**src/rtl/bram_acc_pkg.sv**
```systemverilog
// Shared definitions for the BRAM lane accumulator engine:
// FSM state encoding, lane slicing helper and read-latency legality check.
package bram_acc_pkg;

  // FSM state encoding values
  localparam logic [1:0] STATE_IDLE  = 2'd0;
  localparam logic [1:0] STATE_READ  = 2'd1;
  localparam logic [1:0] STATE_DRAIN = 2'd2;
  localparam logic [1:0] STATE_DONE  = 2'd3;

  typedef enum logic [1:0] {
    ST_IDLE  = STATE_IDLE,
    ST_READ  = STATE_READ,
    ST_DRAIN = STATE_DRAIN,
    ST_DONE  = STATE_DONE
  } state_e;

  // Supported source BRAM read latencies
  localparam int RD_LAT_MIN = 1;
  localparam int RD_LAT_MAX = 3;

  function automatic bit rd_lat_legal(input int lat);
    return (lat >= RD_LAT_MIN) && (lat <= RD_LAT_MAX);
  endfunction

  // LSB position of lane 'lane' in a packed vector of 'width'-bit words
  function automatic int lane_lsb(input int lane, input int width);
    return lane * width;
  endfunction

endpackage

```
**src/rtl/bram_acc_lane.sv**
```systemverilog
// One lane accumulator: synchronous clear, valid-gated add of a
// zero-extended input word. With BRAM_ACC_SAT_EN defined the sum clamps
// at all-ones and sat_o flags the saturating add; otherwise it wraps.
module bram_acc_lane
  import bram_acc_pkg::*;
#(
  parameter int IN_W  = 8,
  parameter int ACC_W = 16
) (
  input  logic             clk,
  input  logic             reset_n,
  input  logic             clr_i,
  input  logic             vld_i,
  input  logic [IN_W-1:0]  din_i,
  output logic [ACC_W-1:0] acc_o
`ifdef BRAM_ACC_SAT_EN
  ,
  output logic             sat_o
`endif
);

  logic [ACC_W-1:0] acc_q;
  logic [ACC_W-1:0] acc_d;

`ifdef BRAM_ACC_SAT_EN
  logic [ACC_W:0] sum_wide;

  // Next sum with one extra carry bit; a carry means the lane clamps
  always_comb begin
    sum_wide = {1'b0, acc_q} + (ACC_W+1)'(din_i);
    acc_d    = acc_q;
    sat_o    = 1'b0;
    if (clr_i) begin
      acc_d = '0;
    end else if (vld_i) begin
      if (sum_wide[ACC_W]) begin
        acc_d = '1;
        sat_o = 1'b1;
      end else begin
        acc_d = sum_wide[ACC_W-1:0];
      end
    end
  end
`else
  // Next sum, wrapping modulo 2^ACC_W
  always_comb begin
    acc_d = acc_q;
    if (clr_i) begin
      acc_d = '0;
    end else if (vld_i) begin
      acc_d = acc_q + ACC_W'(din_i);
    end
  end
`endif

  // Accumulator register
  always_ff @(posedge clk or negedge reset_n) begin
    if (!reset_n) begin
      acc_q <= '0;
    end else begin
      acc_q <= acc_d;
    end
  end

  assign acc_o = acc_q;

endmodule

```
**src/rtl/bram_acc_engine.sv**
```systemverilog
// Lane-parallel accumulator streaming rows from source BRAM0 and writing
// lane sums to destination BRAM1, either every row (mode 0) or once at the
// end to address 0 (mode 1). Optional macro BRAM_ACC_SAT_EN enables
// per-lane saturation and the sticky ovf_o flag.
module bram_acc_engine
  import bram_acc_pkg::*;
#(
  parameter int LANES  = 4,
  parameter int IN_W   = 8,
  parameter int ACC_W  = 16,
  parameter int AWIDTH = 8,
  parameter int RD_LAT = 1,
  parameter int CNT_W  = AWIDTH + 1
) (
  input  logic                   clk,
  input  logic                   reset_n,
  input  logic                   start_i,
  input  logic [CNT_W-1:0]       run_count_i,
  input  logic                   mode_i,
  input  logic [LANES*IN_W-1:0]  q_b0_i,
  output logic [AWIDTH-1:0]      addr_b0_o,
  output logic                   ce_b0_o,
  output logic                   we_b0_o,
  output logic [AWIDTH-1:0]      addr_b1_o,
  output logic                   ce_b1_o,
  output logic                   we_b1_o,
  output logic [LANES*ACC_W-1:0] d_b1_o,
  output logic                   idle_o,
  output logic                   read_o,
  output logic                   drain_o,
  output logic                   done_o,
  output logic                   ovf_o
);

  // Largest row count one run can address without wrapping
  localparam logic [CNT_W-1:0] MAX_ROWS = CNT_W'(2 ** AWIDTH);

  generate
    if (!rd_lat_legal(RD_LAT)) begin : g_bad_rd_lat
      $error("bram_acc_engine: RD_LAT must be in 1..3");
    end
  endgenerate

  state_e             state_q, state_d;
  logic               ce_b0_q, ce_b0_d;
  logic [AWIDTH-1:0]  addr_b0_q, addr_b0_d;
  logic [CNT_W-1:0]   rd_cnt_q, rd_cnt_d;
  logic [CNT_W-1:0]   count_q, count_d;
  logic               mode_q, mode_d;
  logic [RD_LAT-1:0]  vld_pipe_q, vld_pipe_d;
  logic [CNT_W-1:0]   wr_cnt_q, wr_cnt_d;
  logic               ce_b1_q, ce_b1_d;
  logic [AWIDTH-1:0]  addr_b1_q, addr_b1_d;
  logic               last_wr_q, last_wr_d;
  logic               idle_q, idle_d;
  logic               read_q, read_d;
  logic               drain_q, drain_d;
  logic               done_q, done_d;

  logic               start_ok;
  logic               row_vld;
  logic               row_last;

  // Read data for the row strobed RD_LAT cycles ago is on q_b0_i now
  assign row_vld  = vld_pipe_q[RD_LAT-1];
  assign row_last = (wr_cnt_q == (count_q - CNT_W'(1)));

  // Next-state logic for the FSM, both BRAM ports and the status flags
  always_comb begin
    state_d    = state_q;
    ce_b0_d    = 1'b0;
    addr_b0_d  = addr_b0_q;
    rd_cnt_d   = rd_cnt_q;
    count_d    = count_q;
    mode_d     = mode_q;
    wr_cnt_d   = wr_cnt_q;
    ce_b1_d    = 1'b0;
    addr_b1_d  = addr_b1_q;
    last_wr_d  = 1'b0;
    start_ok   = 1'b0;
    vld_pipe_d = RD_LAT'({vld_pipe_q, ce_b0_q});

    // Each consumed row updates the sums; the write strobe follows one
    // cycle later so d_b1_o already carries the updated registers.
    if (row_vld) begin
      wr_cnt_d = wr_cnt_q + CNT_W'(1);
      if (!mode_q || row_last) begin
        ce_b1_d   = 1'b1;
        addr_b1_d = mode_q ? '0 : wr_cnt_q[AWIDTH-1:0];
        last_wr_d = row_last;
      end
    end

    case (state_q)
      ST_IDLE: begin
        if (start_i) begin
          start_ok = 1'b1;
          count_d  = (run_count_i > MAX_ROWS) ? MAX_ROWS : run_count_i;
          mode_d   = mode_i;
          wr_cnt_d = '0;
          if (run_count_i == '0) begin
            state_d = ST_DONE;
          end else begin
            state_d   = ST_READ;
            ce_b0_d   = 1'b1;
            addr_b0_d = '0;
            rd_cnt_d  = CNT_W'(1);
          end
        end
      end
      ST_READ: begin
        if (rd_cnt_q == count_q) begin
          state_d = ST_DRAIN;
        end else begin
          ce_b0_d   = 1'b1;
          addr_b0_d = rd_cnt_q[AWIDTH-1:0];
          rd_cnt_d  = rd_cnt_q + CNT_W'(1);
        end
      end
      ST_DRAIN: begin
        if (ce_b1_q && last_wr_q) begin
          state_d = ST_DONE;
        end
      end
      ST_DONE: begin
        state_d = ST_IDLE;
      end
      default: begin
        state_d = ST_IDLE;
      end
    endcase

    idle_d  = (state_d == ST_IDLE);
    read_d  = (state_d == ST_READ);
    drain_d = (state_d == ST_DRAIN);
    done_d  = (state_d == ST_DONE);
  end

  // FSM, counters and registered control outputs
  always_ff @(posedge clk or negedge reset_n) begin
    if (!reset_n) begin
      state_q    <= ST_IDLE;
      ce_b0_q    <= 1'b0;
      addr_b0_q  <= '0;
      rd_cnt_q   <= '0;
      count_q    <= '0;
      mode_q     <= 1'b0;
      vld_pipe_q <= '0;
      wr_cnt_q   <= '0;
      ce_b1_q    <= 1'b0;
      addr_b1_q  <= '0;
      last_wr_q  <= 1'b0;
      idle_q     <= 1'b1;
      read_q     <= 1'b0;
      drain_q    <= 1'b0;
      done_q     <= 1'b0;
    end else begin
      state_q    <= state_d;
      ce_b0_q    <= ce_b0_d;
      addr_b0_q  <= addr_b0_d;
      rd_cnt_q   <= rd_cnt_d;
      count_q    <= count_d;
      mode_q     <= mode_d;
      vld_pipe_q <= vld_pipe_d;
      wr_cnt_q   <= wr_cnt_d;
      ce_b1_q    <= ce_b1_d;
      addr_b1_q  <= addr_b1_d;
      last_wr_q  <= last_wr_d;
      idle_q     <= idle_d;
      read_q     <= read_d;
      drain_q    <= drain_d;
      done_q     <= done_d;
    end
  end

`ifdef BRAM_ACC_SAT_EN
  logic [LANES-1:0] lane_sat;
`endif

  // One accumulator per packed input word
  generate
    for (genvar gi = 0; gi < LANES; gi++) begin : g_lane
      bram_acc_lane #(
        .IN_W  (IN_W),
        .ACC_W (ACC_W)
      ) u_lane (
        .clk     (clk),
        .reset_n (reset_n),
        .clr_i   (start_ok),
        .vld_i   (row_vld),
        .din_i   (q_b0_i[lane_lsb(gi, IN_W) +: IN_W]),
        .acc_o   (d_b1_o[lane_lsb(gi, ACC_W) +: ACC_W])
`ifdef BRAM_ACC_SAT_EN
        ,
        .sat_o   (lane_sat[gi])
`endif
      );
    end
  endgenerate

`ifdef BRAM_ACC_SAT_EN
  logic ovf_q, ovf_d;

  // Sticky overflow: set by any saturating lane, cleared by an accepted start
  always_comb begin
    ovf_d = ovf_q | (|lane_sat);
    if (start_ok) begin
      ovf_d = 1'b0;
    end
  end

  // Overflow flag register
  always_ff @(posedge clk or negedge reset_n) begin
    if (!reset_n) begin
      ovf_q <= 1'b0;
    end else begin
      ovf_q <= ovf_d;
    end
  end

  assign ovf_o = ovf_q;
`else
  assign ovf_o = 1'b0;
`endif

  assign addr_b0_o = addr_b0_q;
  assign ce_b0_o   = ce_b0_q;
  assign we_b0_o   = 1'b0;
  assign addr_b1_o = addr_b1_q;
  assign ce_b1_o   = ce_b1_q;
  assign we_b1_o   = ce_b1_q;
  assign idle_o    = idle_q;
  assign read_o    = read_q;
  assign drain_o   = drain_q;
  assign done_o    = done_q;

endmodule

```
**config.mk**
```make
export PLATFORM = sky130hd
export DESIGN_NAME = bram_acc_engine
export DESIGN_NICKNAME = d
export VERILOG_FILES = /design/src/rtl/bram_acc_pkg.sv /design/src/rtl/bram_acc_lane.sv /design/src/rtl/bram_acc_engine.sv
export SDC_FILE = /design/constraint.sdc
export NUM_CORES = 1
export LEC_CHECK = 0
export ABC_AREA = 1
export CORE_UTILIZATION = 39
export CTS_BUF_LIST = sky130_fd_sc_hd__clkbuf_16
export CTS_CLUSTER_DIAMETER = 100
export DETAILED_ROUTE_END_ITERATION = 6
export PLACE_DENSITY = 0.73
export SLEW_MARGIN = 20
export SYNTH_ARGS = -nofsm -noshare
export SYNTH_HDL_FRONTEND = slang
export SYNTH_SLANG_ARGS = --single-unit
export TNS_END_PERCENT = 20
```
**constraint.sdc**
```tcl
create_clock -name clk -period 2.3 [get_ports clk]
set_clock_uncertainty 0.2 [all_clocks]
set_input_delay 0.46 -clock clk [delete_from_list [all_inputs] [get_ports clk]]
set_output_delay 0.46 -clock clk [all_outputs]
set_load 0.1 [all_outputs]
```
## After elaboration in Yosys (flattened, before gate mapping)

Cells that the tools add are included.

- Memory bits (read-only): 0
- Word-level logic and storage cells: 85
- Memories: 0
- Bits in latches: 0
- Input bits: 45
- Bits in writable memories: 0
- Output and inout bits: 89
- Register bits: 118

- Mux-type cells: 36
- $mul: 0
- Magnitude comparators: 1
- Add/subtract/negate cells: 7
- Reduce and logical (&&, ||, !) cells: 11
- Divide/modulo/power cells: 0
- Shifts and indexed selects: 0
- Eq/ne operators: 11
- Bitwise logic cells: 0

Operators by type and width:

| cell | number |
|---|---|
| 16-bit 2-to-1 mux | 8 |
| 16-bit by 8-bit adder with 16-bit output | 4 |
| 9-bit 2-to-1 mux | 7 |
| 8-bit 2-to-1 mux | 4 |
| 9-bit by 1-bit adder with 9-bit output (second input constant) | 2 |
| 9-bit equality test | 2 |
| 9-bit case mux with 2 select lines | 1 |
| 8-bit case mux with 2 select lines | 1 |
| 9-bit greater-than comparator (second input constant) | 1 |
| 9-bit logical NOT | 1 |
| 1-bit 2-to-1 mux | 9 |
| 9-bit by 1-bit subtractor with 9-bit output (second input constant) | 1 |
| 2-bit equality test (second input constant) | 4 |
| 2-bit 2-to-1 mux | 4 |
| 2-bit case mux with 4 select lines | 1 |
| 2-bit != test (second input constant) | 3 |
| 2-bit by 1-bit equality test with 1-bit output (second input constant) | 2 |
| 2-bit logical NOT | 2 |
| 2-bit AND reduction | 2 |
| 4-bit AND reduction | 1 |
| 2-bit nonzero test | 2 |
| 1-bit case mux with 2 select lines | 1 |
| 1-bit logical AND | 1 |
| 1-bit logical NOT | 1 |
| 1-bit logical OR | 1 |

## Logic depth before layout (Yosys ltp)

- Depth in word-level cells: 5
- Gate-level depth with buffers: 12
- Depth with buffers taken out: 12

## Cells and area by module

A second synthesis with hierarchy kept.

- Cell total of the unflattened synthesis: 1039
- Area, all modules: 7653.6 sq um

By module, submodules not included:

| module | cells an instance | sequential area each (sq um) | instances | area each (sq um) |
|---|---|---|---|---|
| bram_acc_lane at g_lane[0].u_lane ... | 168 | 400.4 | 3 | 1189.9 |
| bram_acc_engine | 367 | 1352.5 | 1 | 2879.0 |
| bram_acc_lane at g_lane[3].u_lane | 168 | 400.4 | 1 | 1204.9 |

## Worst setup path after synthesis

Ideal clock, no wire load.

- Path kind: reg-to-reg
- Start: register g_lane[2].u_lane.acc_q[0]
- End: register g_lane[2].u_lane.acc_q[14]
- Required time: 2.029 ns
- Path slack: -0.398 ns
- Stages on the path, launching flop included: 12
- Data arrival time: 2.426 ns
- Path buffers: 0
- Setup time: 0.071 ns
- Clock period less this slack: 2.698 ns
- Cell sequence: dfrtp_1 ha_1 inv_1 fa_1 nand3b_1 nand2_1 nand2_1 a21oi_1 nand2_1 nand2_1 nand2_1 nor2_1

- Cells in the longest elaborated chain, start to end: 3

RTL lines:

| what | RTL line | source |
|---|---|---|
| start: declaration | bram_acc_lane.sv:22 | `logic [ACC_W-1:0] acc_q;` |
| start signal: assignment | bram_acc_lane.sv:59 | `acc_q <= '0;` |
| start signal: assignment | bram_acc_lane.sv:61 | `acc_q <= acc_d;` |
| 16-bit by 8-bit adder with 16-bit output | bram_acc_lane.sv:51 | `acc_d = acc_q + ACC_W'(din_i);` |
| 16-bit 2-to-1 mux | bram_acc_lane.sv:50 | `end else if (vld_i) begin` |
| 16-bit 2-to-1 mux | bram_acc_lane.sv:48 | `if (clr_i) begin` |

Every way passes these cells. The select of a mux whose other input is x is not followed.
A chain may end at the register's enable or synchronous reset.

## Worst setup path in the final report

- Start: input port q_b0_i[16]
- End: register g_lane[2].u_lane.acc_q[6]

- Cells in the longest elaborated chain, start to end: 3

RTL lines:

| what | RTL line | source |
|---|---|---|
| start: declaration | bram_acc_engine.sv:20 | `input logic [LANES*IN_W-1:0] q_b0_i,` |
| 16-bit by 8-bit adder with 16-bit output | bram_acc_lane.sv:51 |  |
| 16-bit 2-to-1 mux | bram_acc_lane.sv:50 |  |
| 16-bit 2-to-1 mux | bram_acc_lane.sv:48 |  |

Every way passes these cells. The select of a mux whose other input is x is not followed.

==> flow_summary_export.csv <==
group,metric,value,unit
critical_path,critPathKind,"in2reg",
layout,drive_gt1_frac,0.214,
synthesis,yosysSeqAreaShare,0.420,
critical_path,cp_cell_sequence,"clkdlybuf4s50_1 > ha_1 > inv_1 > fa_2 > nand3b_1 > nand2_1 > nand2_1 > a31oi_2 > a21oi_1 > o21ai_0 > nand2_1",
cts,clk_latency,420,ps
sta,setup-tns-final,0,ps
sta,period_needed,2170,ps
drt,drc_errors,0,
die,fp.dieW,136,um
critical_path,cp_num_cells,11,
critical_path,critPathArrivalTime,2270,ps
critical_path,slowest_delay,460,ps
critical_path,worst_setup_path_end_kind,"flop",
die,start_util,0.403,
drt,avgViaCountPerCell,4.96,
drt,detail_route.wl_per_cell,13.8,um
hold_path,holdPathStages,3,
cts,clk_pin_slew,60,ps
global_route,grt_pass1_wl,30400,um
placement,numPortBuffers,131,
global_route,grt_pass1_vias,6275,
hold_path,hold_class,"in2reg",
layout,nets,1194,
cts,clock_path_buffers,2,
cts,cts_max_level,4,
drt,wirelength,18600,um
synthesis,async_reset_ff_frac,1.00,
die,fp-row-count,48,
placement,place_ws,-433,ps
synthesis,synth_flop_cell,"dfrtp_1",
critical_path,cpLargestDelayFamily,"buffers and inverters",
layout,diodes,0,
sta,maxSlewViolCount,0,
sta,grt_setup_unrepaired,"no",
critical_path,critPathBufInv,2,
cts,cts_tree,"done",
run,maxCapViolCount,0,
synthesis,ys_types,47,
sta,post-route-period-util,0.941,
critical_path,path_max_fanout,2,
synthesis,synth_cells,920,
global_route,antenna_found_initial,0,
global_route,grt_usage,0.211,
critical_path,crit_path_top_delay_cell,"clkdlybuf4s50_1",
critical_path,start_kind,"input port",
drt,drt_iter0_drc,356,
critical_path,cp_common_cell,"nand2_1",
die,ioPinCount,134,
die,coreArea,17500,um^2
drt,vias,6689,
global_route,grt_max_degree,38,
sta,setup_ws,135,ps
layout,syn_to_final_growth,36.5,%
die,dieArea,18600,um^2
cts,cts_made_buffers,17,
cts,root_buffer,"clkbuf_16",
synthesis,yosys_warnings,0,
sta,finalHoldViolCount,0,
synthesis,synth-edff-count,0,
critical_path,cp.required,2400,ps
die,die_y,136,um
synthesis,netlist_area,7040,um^2
outcome,status,"completed",
global_route,grt_overflow,0,
synthesis,synth_area_per_cell,7.65,um^2
drt,ant_nets,0,
placement,gp_congestion,0.871,
cts,cts.sinks,118,
placement,dpl.hpwl,13600,um
sta,timing.fmax,462,MHz
drt,drt-pass1-iter-count,5,
synthesis,ys_ff_latch,118,
critical_path,reg2reg_depth,9,
sta,setup_viol,0,
## final cells by class
class / instances / area [um^2]
flip-flops and latches: 118 / 2980
repair buffers: 197 / 1680
fillers: 1598 / 7870
clock buffers: 17 / 425
well taps: 225 / 282
inverters: 96 / 360
multi-input cells: 680 / 3670
clock inverters: 15 / 205
## Yosys cell counts, drive strengths merged, types with 2 or more instances
master / n / area, um^2
nand2: 245 / 937
dfrtp: 117 / 2930
nand3: 97 / 500
inv: 95 / 357
nor2: 86 / 328
a21oi: 58 / 290
o21ai: 48 / 251
ha: 35 / 438
nor3: 26 / 140
buf: 19 / 115
xor2: 18 / 158
clkbuf: 8 / 32.5
nand4: 8 / 50.1
o21a: 6 / 45.0
o22ai: 6 / 37.5
xnor2: 6 / 52.6
a22o: 4 / 35.0
fa: 4 / 80.1
nand3b: 4 / 30.0
nor4: 4 / 25.0
a22oi: 3 / 22.5
a32o: 3 / 30.0
and3: 3 / 18.8
o21bai: 3 / 22.5
a21o: 2 / 15.0
a31oi: 2 / 12.5
nor3b: 2 / 15.0
## cells in the final DEF, fill, tap and decap left out, types with 4 or more instances in the layout
master	instances
nor4_1	4
xnor2_1	6
a21oi_1	55
o21ai_1	9
nand2_1	234
o21a_1	6
fa_2	4
buf_4	146
nor2_1	82
ha_1	32
o21ai_0	36
buf_12	7
dfrtp_4	4
a22o_1	4
nand4_1	8
clkinv_4	5
clkdlybuf4s50_1	41
inv_1	90
nand3_1	93
nor2_2	4
nand3b_1	4
dfrtp_1	106
clkbuf_16	17
bufinv_16	4
dfrtp_2	7
nand2_2	9
xor2_1	18
nor3_1	23
o22ai_1	6
inv_2	5
## timing repair
item | in CTS | in global routing
setup buffers | 0 | 3
hold endpoints to repair | 27 | 0
hold buffers | 1 | 0
endpoints found under the setup margin | 0 | 26
resized for setup | 0 | 37
## through the flow
stage	area (um^2)	cells	utilization	hold WS (ps)
floorplan	7060	921	-	-35.6
global placement	8840	1312	0.506	248
detailed placement	8840	1312	0.506	248
CTS	9490	1345	0.543	276
global route	9600	1348	0.550	228
finish	9600	1348	0.550	218
## metal layers
layer / track usage / wire, um
met5: 0 / 0
met4: 0.0716 / 272
met3: 0.0522 / 904
met2: 0.341 / 8800
met1: 0.274 / 8610
## state kept, by name (all words and copies together) (netlist names)
register	count
state_q	2
rd_cnt_q	9
row_vld	1
mode_q	1
ce_b1_o	1
drain_o	1
idle_o	1
last_wr_q	1
read_o	1
ce_b0_o	1
wr_cnt_q	9
g_lane.u_lane.acc_o	64
done_o	1
addr_b1_o	8
count_q	9
addr_b0_o	8
## logic make-up after synthesis
group,after synthesis,synth area share
adders and majority gates,39,0.0736
and+or+nand+nor,477,0.292
buffers and inverters,123,0.0722
AOI/OAI and AO/OA,138,0.112
other,1,0.000533
xor gates and xnor gates,24,0.0299
DFF,118,0.420
## path summary, 6_finish.rpt
| check | start | endpoint | slack [ps] |
|---|---|---|---|
| worst max-delay path | q_b0_i[16] | g_lane[2].u_lane.acc_o[6]$_DFFE_PN0P_ | 130 |
| worst min-delay path | q_b0_i[0] | g_lane[0].u_lane.acc_o[0]$_DFFE_PN0P_ | 220 |
| worst max register to register | g_lane[0].u_lane.acc_o[0]$_DFFE_PN0P_ | g_lane[0].u_lane.acc_o[4]$_DFFE_PN0P_ | 150 |
| worst min register to register | ce_b0_o$_DFF_PN0_ | row_vld$_DFF_PN0_ | 270 |
| max in group asynchronous | reset_n | idle_o$_DFF_PN1_ | 940 |
| min in group asynchronous | reset_n | g_lane[3].u_lane.acc_o[2]$_DFFE_PN0P_ | 360 |
## tightest hold or removal path, stage by stage
cell and delay, ps:
dlymetal6s2s_1 90, ha_2 140, a22o_1 110
Power is not shown: default switching activity piles up to over one toggle a cycle in this logic, so the estimate is an artifact.
==> edit (config.mk and constraints unchanged) <==
`IN_W` is set to 8 in 2 places; all go to 12.
--- a/src/rtl/bram_acc_lane.sv
+++ b/src/rtl/bram_acc_lane.sv
@@ -5,5 +5,5 @@
   import bram_acc_pkg::*;
 #(
-  parameter int IN_W  = 8,
+  parameter int IN_W  = 12,
   parameter int ACC_W = 16
 ) (
--- a/src/rtl/bram_acc_engine.sv
+++ b/src/rtl/bram_acc_engine.sv
@@ -7,5 +7,5 @@
 #(
   parameter int LANES  = 4,
-  parameter int IN_W   = 8,
+  parameter int IN_W   = 12,
   parameter int ACC_W  = 16,
   parameter int AWIDTH = 8,
Interface: changed (resized q_b0_i); port bits go from 134 to 150. No check against the original RTL was run, so the function may have changed too.
==> edit against the unedited design <==
  * Critical endpoint is now g_lane[0].u_lane.acc_o[12]
  * Sequential cell count did not move
  * Sequential share of layout area is 2.6 points lower
  * Critical path depth grew 3
  * Highest routed layer unchanged
  * Global-route usage increased by 0.96 points
  * Wire length up 16%
  * Synthesized area grew 11%
  * Count of clock-buffer cells in the layout unchanged
  * Design area increased by 9.9%
  * Die area is 10% higher
  * Worst setup slack gained 22 ps
Power is not shown: default switching activity piles up to over one toggle a cycle in this logic, so the estimate is an artifact.
==> edit: results (changes against the unedited design) <==
stage,metric,value,unit,change
placement,dp_hpwl,16300,um,was 13600 um
grt,grt_max_degree,57,,was 38
min_path,hold_path.class,flop to flop,,was input port to flop
placement,placedCellCount,1529,,was 1312
grt,grt_pass1_wl,35600,um,was 30400 um
job,maxCapViolations,0,,unchanged
route,wl_per_cell,13.8,um,about the same
cts,root_buffer,clkbuf_16,,unchanged
yosys,ys_top_cells_by_area,"dfrtp_1, nand2_1, ha_1",,"was dfrtp_1, nand2_1, nand3_1"
setup_path,critPathMaxFanout,4,,was 2
route,via_per_inst,4.91,,was 4.96
cells_and_area,final_nets,1400,,was 1194
setup_path,rr_worst_depth,13,,was 9
grt,grt_overflow,0,,unchanged
min_path,hold_end,row_vld,,was g_lane[0].u_lane.acc_o[0]
grt,grt.total_usage,0.220,,was 0.211
min_path,holdPathStages,0,,was 3
placement,dp_slack,-355,ps,was -433 ps
route,vias,7672,,was 6689
timing,fin_crit_sh,0.932,,was 0.941
cells_and_area,fill_cells,1850,,was 1598
cts,cts_hold_buf,1,,unchanged
run_status,status,finished clean,,unchanged
cells_and_area,drive_gt1_frac,0.204,,was 0.214
setup_path,ff2ff_setup_slack,240,ps,was 150 ps
placement,portBuffers,147,,was 131
min_path,worstHoldStart,ce_b0_o,,was q_b0_i[0]
yosys,synthTopCellsByCount,"nand2_1, dfrtp_1, nor2_1, nand3_1, inv_1",,"was nand2_1, dfrtp_1, nand3_1, inv_1, nor2_1"
yosys,ys_types,43,,was 47
timing,whs,236,ps,was 218 ps
grt,grt_pass1_vias,7384,,was 6275
setup_path,r2r_end,g_lane[0].u_lane.acc_o[12],,was g_lane[0].u_lane.acc_o[4]
yosys,synth_cells,1060,,was 920
yosys,yosysSeqAreaShare,0.379,,was 0.420
route,drtIter0Drc,420,,was 356
setup_path,arrival,2250,ps,was 2270 ps
setup_path,crit_family,simple AND/OR/NAND/NOR gates,,was buffers and inverters
## edit: cell type report
class / instances / area, um2 / share of cell area
clock inverters: 15 / 140 / 0.0133
well taps: 265 / 332 / 0.0314
multi-input cells: 824 / 4360 / 0.413
flip-flops and latches: 118 / 3000 / 0.284
clock buffers: 17 / 425 / 0.0403
repair buffers: 234 / 1970 / 0.187
inverters: 89 / 334 / 0.0316
## edit: kinds of logic (layout without fill, tap and decap cells)
| group | Yosys count | in the layout | share of synthesized area |
|---|---|---|---|
| AOI/OAI and AO/OA | 168 | 168 | 0.119 |
| xor gates and xnor gates | 24 | 24 | 0.0270 |
| adders and majority gates | 55 | 55 | 0.0922 |
| buffers and inverters | 119 | 355 | 0.0665 |
| DFF | 118 | 118 | 0.379 |
| other | 1 | 2 | 0.000482 |
| and+or+nand+nor | 575 | 575 | 0.315 |
## edit: metal layers
layer  part of all wire  global-route usage
met1               0.48               0.292
met2               0.46               0.364
met3              0.043              0.0343
met4              0.019              0.0817
met5                  0                   0
